## config.mk

```make
export PLATFORM = sky130hd
export DESIGN_NAME = altr_hps_scan_chain_ctrl
export DESIGN_NICKNAME = d
export VERILOG_FILES = /design/src/rtl/altr_hps_scan_pkg.sv /design/src/rtl/altr_hps_scan_shreg.sv /design/src/rtl/altr_hps_scan_chain_ctrl.sv
export SDC_FILE = /design/constraint.sdc
export NUM_CORES = 1
export LEC_CHECK = 0
export CELL_PAD_IN_SITES_DETAIL_PLACEMENT = 0
export CELL_PAD_IN_SITES_GLOBAL_PLACEMENT = 1
export CORE_UTILIZATION = 30
export DETAILED_ROUTE_END_ITERATION = 7
export PLACE_DENSITY = 0.67
export SLEW_MARGIN = 40
export SYNTH_ARGS = -nofsm -noshare
export SYNTH_HDL_FRONTEND = slang
export SYNTH_SLANG_ARGS = --single-unit
```

## constraint.sdc

```tcl
create_clock -name clk -period 3.3 [get_ports clk]
set_input_delay 0.495 -clock clk [delete_from_list [all_inputs] [get_ports clk]]
set_output_delay 0.495 -clock clk [all_outputs]
set_load 0.02 [all_outputs]
```

## src/rtl/altr_hps_scan_pkg.sv

```systemverilog
// Shared definitions for the HPS scan chain controller: FSM state encoding.
package altr_hps_scan_pkg;

  localparam int STATE_W = 2;

  typedef enum logic [STATE_W-1:0] {
    ST_IDLE  = 2'd0,
    ST_SHIFT = 2'd1,
    ST_RESP  = 2'd2
  } state_e;

endpackage

```

## src/rtl/altr_hps_scan_shreg.sv

```systemverilog
// Serial-in capture register plus parallel-in/serial-out load register
// for one scan pass; the top level sequences load, shift and clear.
module altr_hps_scan_shreg #(
  parameter int CHAIN_LEN = 32
) (
  input  logic                 clk,
  input  logic                 rst,
  input  logic                 load,
  input  logic                 shift,
  input  logic                 clear,
  input  logic [CHAIN_LEN-2:0] load_bits,
  input  logic                 so_in,
  output logic                 next_bit,
  output logic [CHAIN_LEN-1:0] cap_data
);

  // Bit 0 of the write word is driven straight into chain_si at acceptance,
  // so only the remaining bits are held here; pend_q[0] is always the next one.
  logic [CHAIN_LEN-2:0] pend_q, pend_d;
  logic [CHAIN_LEN-1:0] cap_q, cap_d;

  always_comb begin
    pend_d = pend_q;
    cap_d  = cap_q;
    if (load) begin
      pend_d = load_bits;
    end else if (shift) begin
      pend_d = pend_q >> 1;
    end
    if (clear) begin
      cap_d = '0;
    end else if (shift) begin
      cap_d = {so_in, cap_q[CHAIN_LEN-1:1]};
    end
  end

  always_ff @(posedge clk) begin
    if (rst) begin
      pend_q <= '0;
      cap_q  <= '0;
    end else begin
      pend_q <= pend_d;
      cap_q  <= cap_d;
    end
  end

  assign next_bit = pend_q[0];
  assign cap_data = cap_q;

endmodule

```

## src/rtl/altr_hps_scan_chain_ctrl.sv

```systemverilog
// Scan chain access controller: one request unloads the chain into rsp_rdata
// while loading req_wdata, using a CHAIN_LEN-cycle scan-enable window.
module altr_hps_scan_chain_ctrl
  import altr_hps_scan_pkg::*;
#(
  parameter int CHAIN_LEN = 32,
  parameter int CNT_W     = $clog2(CHAIN_LEN)
) (
  input  logic                 clk,
  input  logic                 rst,
  input  logic                 req_valid,
  output logic                 req_ready,
  input  logic [CHAIN_LEN-1:0] req_wdata,
  output logic                 rsp_valid,
  input  logic                 rsp_ready,
  output logic [CHAIN_LEN-1:0] rsp_rdata,
  output logic                 chain_scanen,
  output logic                 chain_si,
  input  logic                 chain_so
);

  localparam logic [CNT_W-1:0] LAST_CNT = CNT_W'(CHAIN_LEN - 1);

  state_e           state_q, state_d;
  logic [CNT_W-1:0] cnt_q, cnt_d;
  logic             req_ready_q, req_ready_d;
  logic             scanen_q, scanen_d;
  logic             si_q, si_d;
  logic             rsp_valid_q, rsp_valid_d;
  logic             accept;
  logic             shifting;
  logic             next_bit;

  assign accept   = (state_q == ST_IDLE) & req_valid & req_ready_q;
  assign shifting = (state_q == ST_SHIFT);

  always_comb begin
    state_d     = state_q;
    cnt_d       = cnt_q;
    req_ready_d = req_ready_q;
    scanen_d    = scanen_q;
    si_d        = si_q;
    rsp_valid_d = rsp_valid_q;
    case (state_q)
      ST_IDLE: begin
        if (accept) begin
          state_d     = ST_SHIFT;
          cnt_d       = '0;
          req_ready_d = 1'b0;
          scanen_d    = 1'b1;
          si_d        = req_wdata[0];
        end
      end
      ST_SHIFT: begin
        // Falling out of SHIFT always passes through RESP and IDLE, which
        // guarantees a scan-enable low gap between consecutive passes.
        if (cnt_q == LAST_CNT) begin
          state_d     = ST_RESP;
          scanen_d    = 1'b0;
          si_d        = 1'b0;
          rsp_valid_d = 1'b1;
        end else begin
          cnt_d = cnt_q + CNT_W'(1);
          si_d  = next_bit;
        end
      end
      ST_RESP: begin
        if (rsp_ready) begin
          state_d     = ST_IDLE;
          rsp_valid_d = 1'b0;
          req_ready_d = 1'b1;
        end
      end
      default: begin
        state_d     = ST_IDLE;
        req_ready_d = 1'b1;
        scanen_d    = 1'b0;
        si_d        = 1'b0;
        rsp_valid_d = 1'b0;
      end
    endcase
  end

  always_ff @(posedge clk) begin
    if (rst) begin
      state_q     <= ST_IDLE;
      cnt_q       <= '0;
      req_ready_q <= 1'b1;
      scanen_q    <= 1'b0;
      si_q        <= 1'b0;
      rsp_valid_q <= 1'b0;
    end else begin
      state_q     <= state_d;
      cnt_q       <= cnt_d;
      req_ready_q <= req_ready_d;
      scanen_q    <= scanen_d;
      si_q        <= si_d;
      rsp_valid_q <= rsp_valid_d;
    end
  end

  altr_hps_scan_shreg #(
    .CHAIN_LEN(CHAIN_LEN)
  ) u_shreg (
    .clk      (clk),
    .rst      (rst),
    .load     (accept),
    .shift    (shifting),
    .clear    (accept),
    .load_bits(req_wdata[CHAIN_LEN-1:1]),
    .so_in    (chain_so),
    .next_bit (next_bit),
    .cap_data (rsp_rdata)
  );

  assign req_ready    = req_ready_q;
  assign rsp_valid    = rsp_valid_q;
  assign chain_scanen = scanen_q;
  assign chain_si     = si_q;

endmodule
```

==> run summary <==
The clock skew after layout is 0.0106 ns. In this run the number of cells on the critical path is 6. The estimated wirelength of the detail-placed design is 4340 um. Measured along the y axis, the die boundary spans 99.8 um.

The critical path starts at cnt_q[0]. The slowest stage of the critical path belongs to the cell sky130_fd_sc_hd__or3b_4. The largest single stage delay on the critical path is 0.41 ns. The via count of the first global-routing pass came out at 2477.

0 antenna diodes ended up in the layout. The area fraction of the dominant cell type after synthesis is 51.6%. The DRC marker count from the first detailed-route iteration is 86.

The congestion estimate from routability-driven global placement came to 0.687. Final hold analysis gives a worst-case slack of 0.468 ns. The arrival time at the worst endpoint is 2.24 ns. Before antenna repair, the detailed router went through 4 iterations. The post-CTS resize count is 0. The count of pins over their slew limit came out at 0. The clock sink total is 74. The largest buffer count on any clock path came out at 2.

Setup repair after global routing left no endpoint under its margin. After floorplanning, the core was sized to cover 9240 sq um. The maximum fanout along the worst path is 7. The pin count of the biggest net entering global routing came out at 40.

Clock-pin slew was measured on the worst setup and hold paths at 0.07 ns. The root buffer cell is sky130_fd_sc_hd__clkbuf_8. The fraction of registers with async set or reset after synthesis came out at 0%. The die covers 9960 sq um.

The number of failing setup endpoints in the final timing report is 0. STA classifies the critical path endpoint as a register. The post-synthesis cell type count came out at 28. The kind of critical path is reg2reg. The worst-margin pin slew is 0.773 ns. The ratio of cells with drive above 1 in the final layout came out at 7.16%. Global routing used 14.8% of the available tracks. The post-synthesis cell count came out at 342.

The total number of yosys warnings came out at 0. The count of flip-flops with a built-in enable after synthesis came out at 0. The total nets after synthesis came out at 381. The effective utilization at floorplan is 31.1%. After synthesis the cells add up to 2870 sq um. The mean post-synth cell area is 8.39 sq um. The critical path ends at cnt_q[3]. For this design the ratio of total power to cell area is 507 nW/um^2.

The initial antenna violation count was 0. The nature of the critical path startpoint is a register. The total buffers and inverters traversed by the critical path is 0. The remaining antenna violation count after routing came out at 0. Among the stages of the critical path, the cell type that occurs most often is sky130_fd_sc_hd__ha_1. The total wire length is 7160 um. The net count reported at finish is 439. The layout-stage area growth over the synthesis result is 36.0%.

The total of fill cells in the finished design is 938. In this run the critical register-to-register path is launched from cnt_q[0]. Of all cell types, the one taking the most synthesized area is sky130_fd_sc_hd__dfxtp_1.

After layout, the minimum clock period comes to 1.97 ns. The routed wirelength normalized by instance count is 13.4 um. After synthesis, flip-flops and latches occupy 51.6% of the total area.

Buffers added to address setup during post-CTS repair amount to 0. The remaining design rule violation count is 0. The leakage power figure came out at 1.27 nW.

TritonCTS built the clock tree. The floorplan has 35 rows. The average vias per placed instance is 4.81.

The flow ran to the end, and the final reports show no timing, DRC or antenna violations. The number of max-capacitance violations reported came out at 0. The post-route total power came out at 1.98 mW.

The worst slew slack as a fraction of its limit is 48.5%. The critical path goes through ha_1 > and3_1 > ha_1 > or3b_4 > or3_1 > a21oi_1. The count of input and output buffers is 72. The die width came out at 99.8 um. The final clock period utilization by the worst path is 59.7%. By area the synthesized netlist is led by sky130_fd_sc_hd__dfxtp_1 52%, sky130_fd_sc_hd__a21oi_1 12%, sky130_fd_sc_hd__nand2_1 9.2%, sky130_fd_sc_hd__a22oi_1 7.8%, sky130_fd_sc_hd__nand3_1 5.9%. The library cells used most frequently in the layout, excluding fill and tap cells, are 74 x sky130_fd_sc_hd__dfxtp_1, 72 x sky130_fd_sc_hd__clkdlybuf4s50_1, 70 x sky130_fd_sc_hd__a21oi_1, 70 x sky130_fd_sc_hd__nand2_1, 34 x sky130_fd_sc_hd__nand3_1. The flip-flop and latch count after synthesis is 74. The global-route wire length before repair came out at 11700 um.

The total I/O pin count came out at 73. In this run the worst hold path is classified as reg2reg. The library cell used most frequently in the layout, excluding fill and tap cells, is sky130_fd_sc_hd__dfxtp_1. Timing would allow up to 0.508 GHz. Across the VDD grid, the largest voltage drop is 0.290 mV. The total CTS buffers is 9. The routed layout has 2570 vias. The total overflow left after global routing is 0.

The later pin in the worst-skew pair is clocked with a latency of 0.34 ns. The endpoint required time on the critical path came out at 3.57 ns. The hold buffer count at cts came out at 0. The endpoint identified for the worst register-to-register timing path is cnt_q[3]. The family with the most delay on the worst path is simple AND/OR/NAND/NOR gates. The most used flip-flop cell after synthesis is sky130_fd_sc_hd__dfxtp_1. The number of cells on the worst reg-to-reg path is 6. The worst reg-to-reg setup slack is 1.33 ns. The H-tree was split into 3 levels. The final number of hold-violating endpoints came out at 0. The setup TNS is 0 ns.
how the worst min path moves through the flow:
stage                                    from             endpoint  slack [ns]  cells past startpoint
after global placement    u_shreg.cap_data[0]  u_shreg.cap_data[0]        0.45                      2
after CTS                  u_shreg.pend_q[25]   u_shreg.pend_q[25]        0.47                      2
after floorplan             u_shreg.pend_q[0]    u_shreg.pend_q[0]        0.44                      2
final                     u_shreg.cap_data[5]  u_shreg.cap_data[4]        0.47                      2
after global routing       u_shreg.pend_q[23]   u_shreg.pend_q[23]        0.48                      2
after detailed placement   u_shreg.pend_q[25]   u_shreg.pend_q[25]        0.46                      2
area by class of cell:
type | instances | area, sq um | share of cell area (%)
tap | 129 | 161 | 4.14
clock inverter | 4 | 72.6 | 1.86
multi-input combinational | 236 | 1250 | 32.0
sequential | 74 | 1480 | 38.0
timing repair buffer | 79 | 773 | 19.8
clock buffer | 12 | 165 | 4.23
report_power, final:
group          internal [mW]  switching [mW]
logic                 0.0935           0.119
clock network          0.487           0.333
registers              0.926          0.0211
total                   1.51           0.473
flip-flops by register name (all words and copies together), names as in the netlist:
signal,flops
chain_scanen,1
chain_si,1
cnt_q,5
req_ready,1
rsp_valid,1
state_q,2
u_shreg.cap_data,32
u_shreg.pend_q,31
worst register-to-register path, cell delays in order (launching register included):
cell and delay (ns):
sky130_fd_sc_hd__dfxtp_1 0.34, sky130_fd_sc_hd__ha_1 0.21, sky130_fd_sc_hd__and3_1 0.19, sky130_fd_sc_hd__ha_1 0.24, sky130_fd_sc_hd__or3b_4 0.41, sky130_fd_sc_hd__or3_1 0.36
sky130_fd_sc_hd__a21oi_1 0.15
cells in the mapped netlist (2+ instances only):
library cell	n
sky130_fd_sc_hd__a21oi_1	70
sky130_fd_sc_hd__a22oi_1	30
sky130_fd_sc_hd__and4bb_2	2
sky130_fd_sc_hd__buf_2	13
sky130_fd_sc_hd__clkbuf_1	17
sky130_fd_sc_hd__dfxtp_1	74
sky130_fd_sc_hd__ha_1	2
sky130_fd_sc_hd__nand2_1	70
sky130_fd_sc_hd__nand2b_1	4
sky130_fd_sc_hd__nand3_1	34
sky130_fd_sc_hd__nor2_1	5
sky130_fd_sc_hd__nor2b_1	2
sky130_fd_sc_hd__o21ai_0	3
sky130_fd_sc_hd__xnor2_1	2
cell families after synthesis:
group / Yosys count / synth area share, %
DFF: 74 / 51.6
xor gates and xnor gates: 2 / 0.610
adders and majority gates: 2 / 0.872
and+or+nand+nor: 125 / 20.1
buffers and inverters: 32 / 5.01
muxes: 1 / 0.392
AOI/OAI and AO/OA: 106 / 21.4
routing by layer:
layer	routed length, um	vias to the layer above	track usage, %
met2	3170	60	22.9
met1	3370	1193	18.4
li1	-	1308	-
met4	86	0	5.43
met5	0	-	0
met3	534	9	6.13
stage by stage:
| step | instance area [sq um] | utilization [%] | worst slack [ns] | std cells |
|---|---|---|---|---|
| detailed placement | 3660 | 39.7 | 1.09 | 518 |
| floorplan | 2870 | - | 1.48 | 342 |
| global placement | 3660 | 39.7 | 1.12 | 518 |
| finish | 3900 | 42.2 | 1.33 | 534 |
| CTS | 3900 | 42.2 | 1.32 | 534 |
| global route | 3900 | 42.2 | 1.20 | 534 |
No activity file was read; power rests on OpenSTA's default activity.
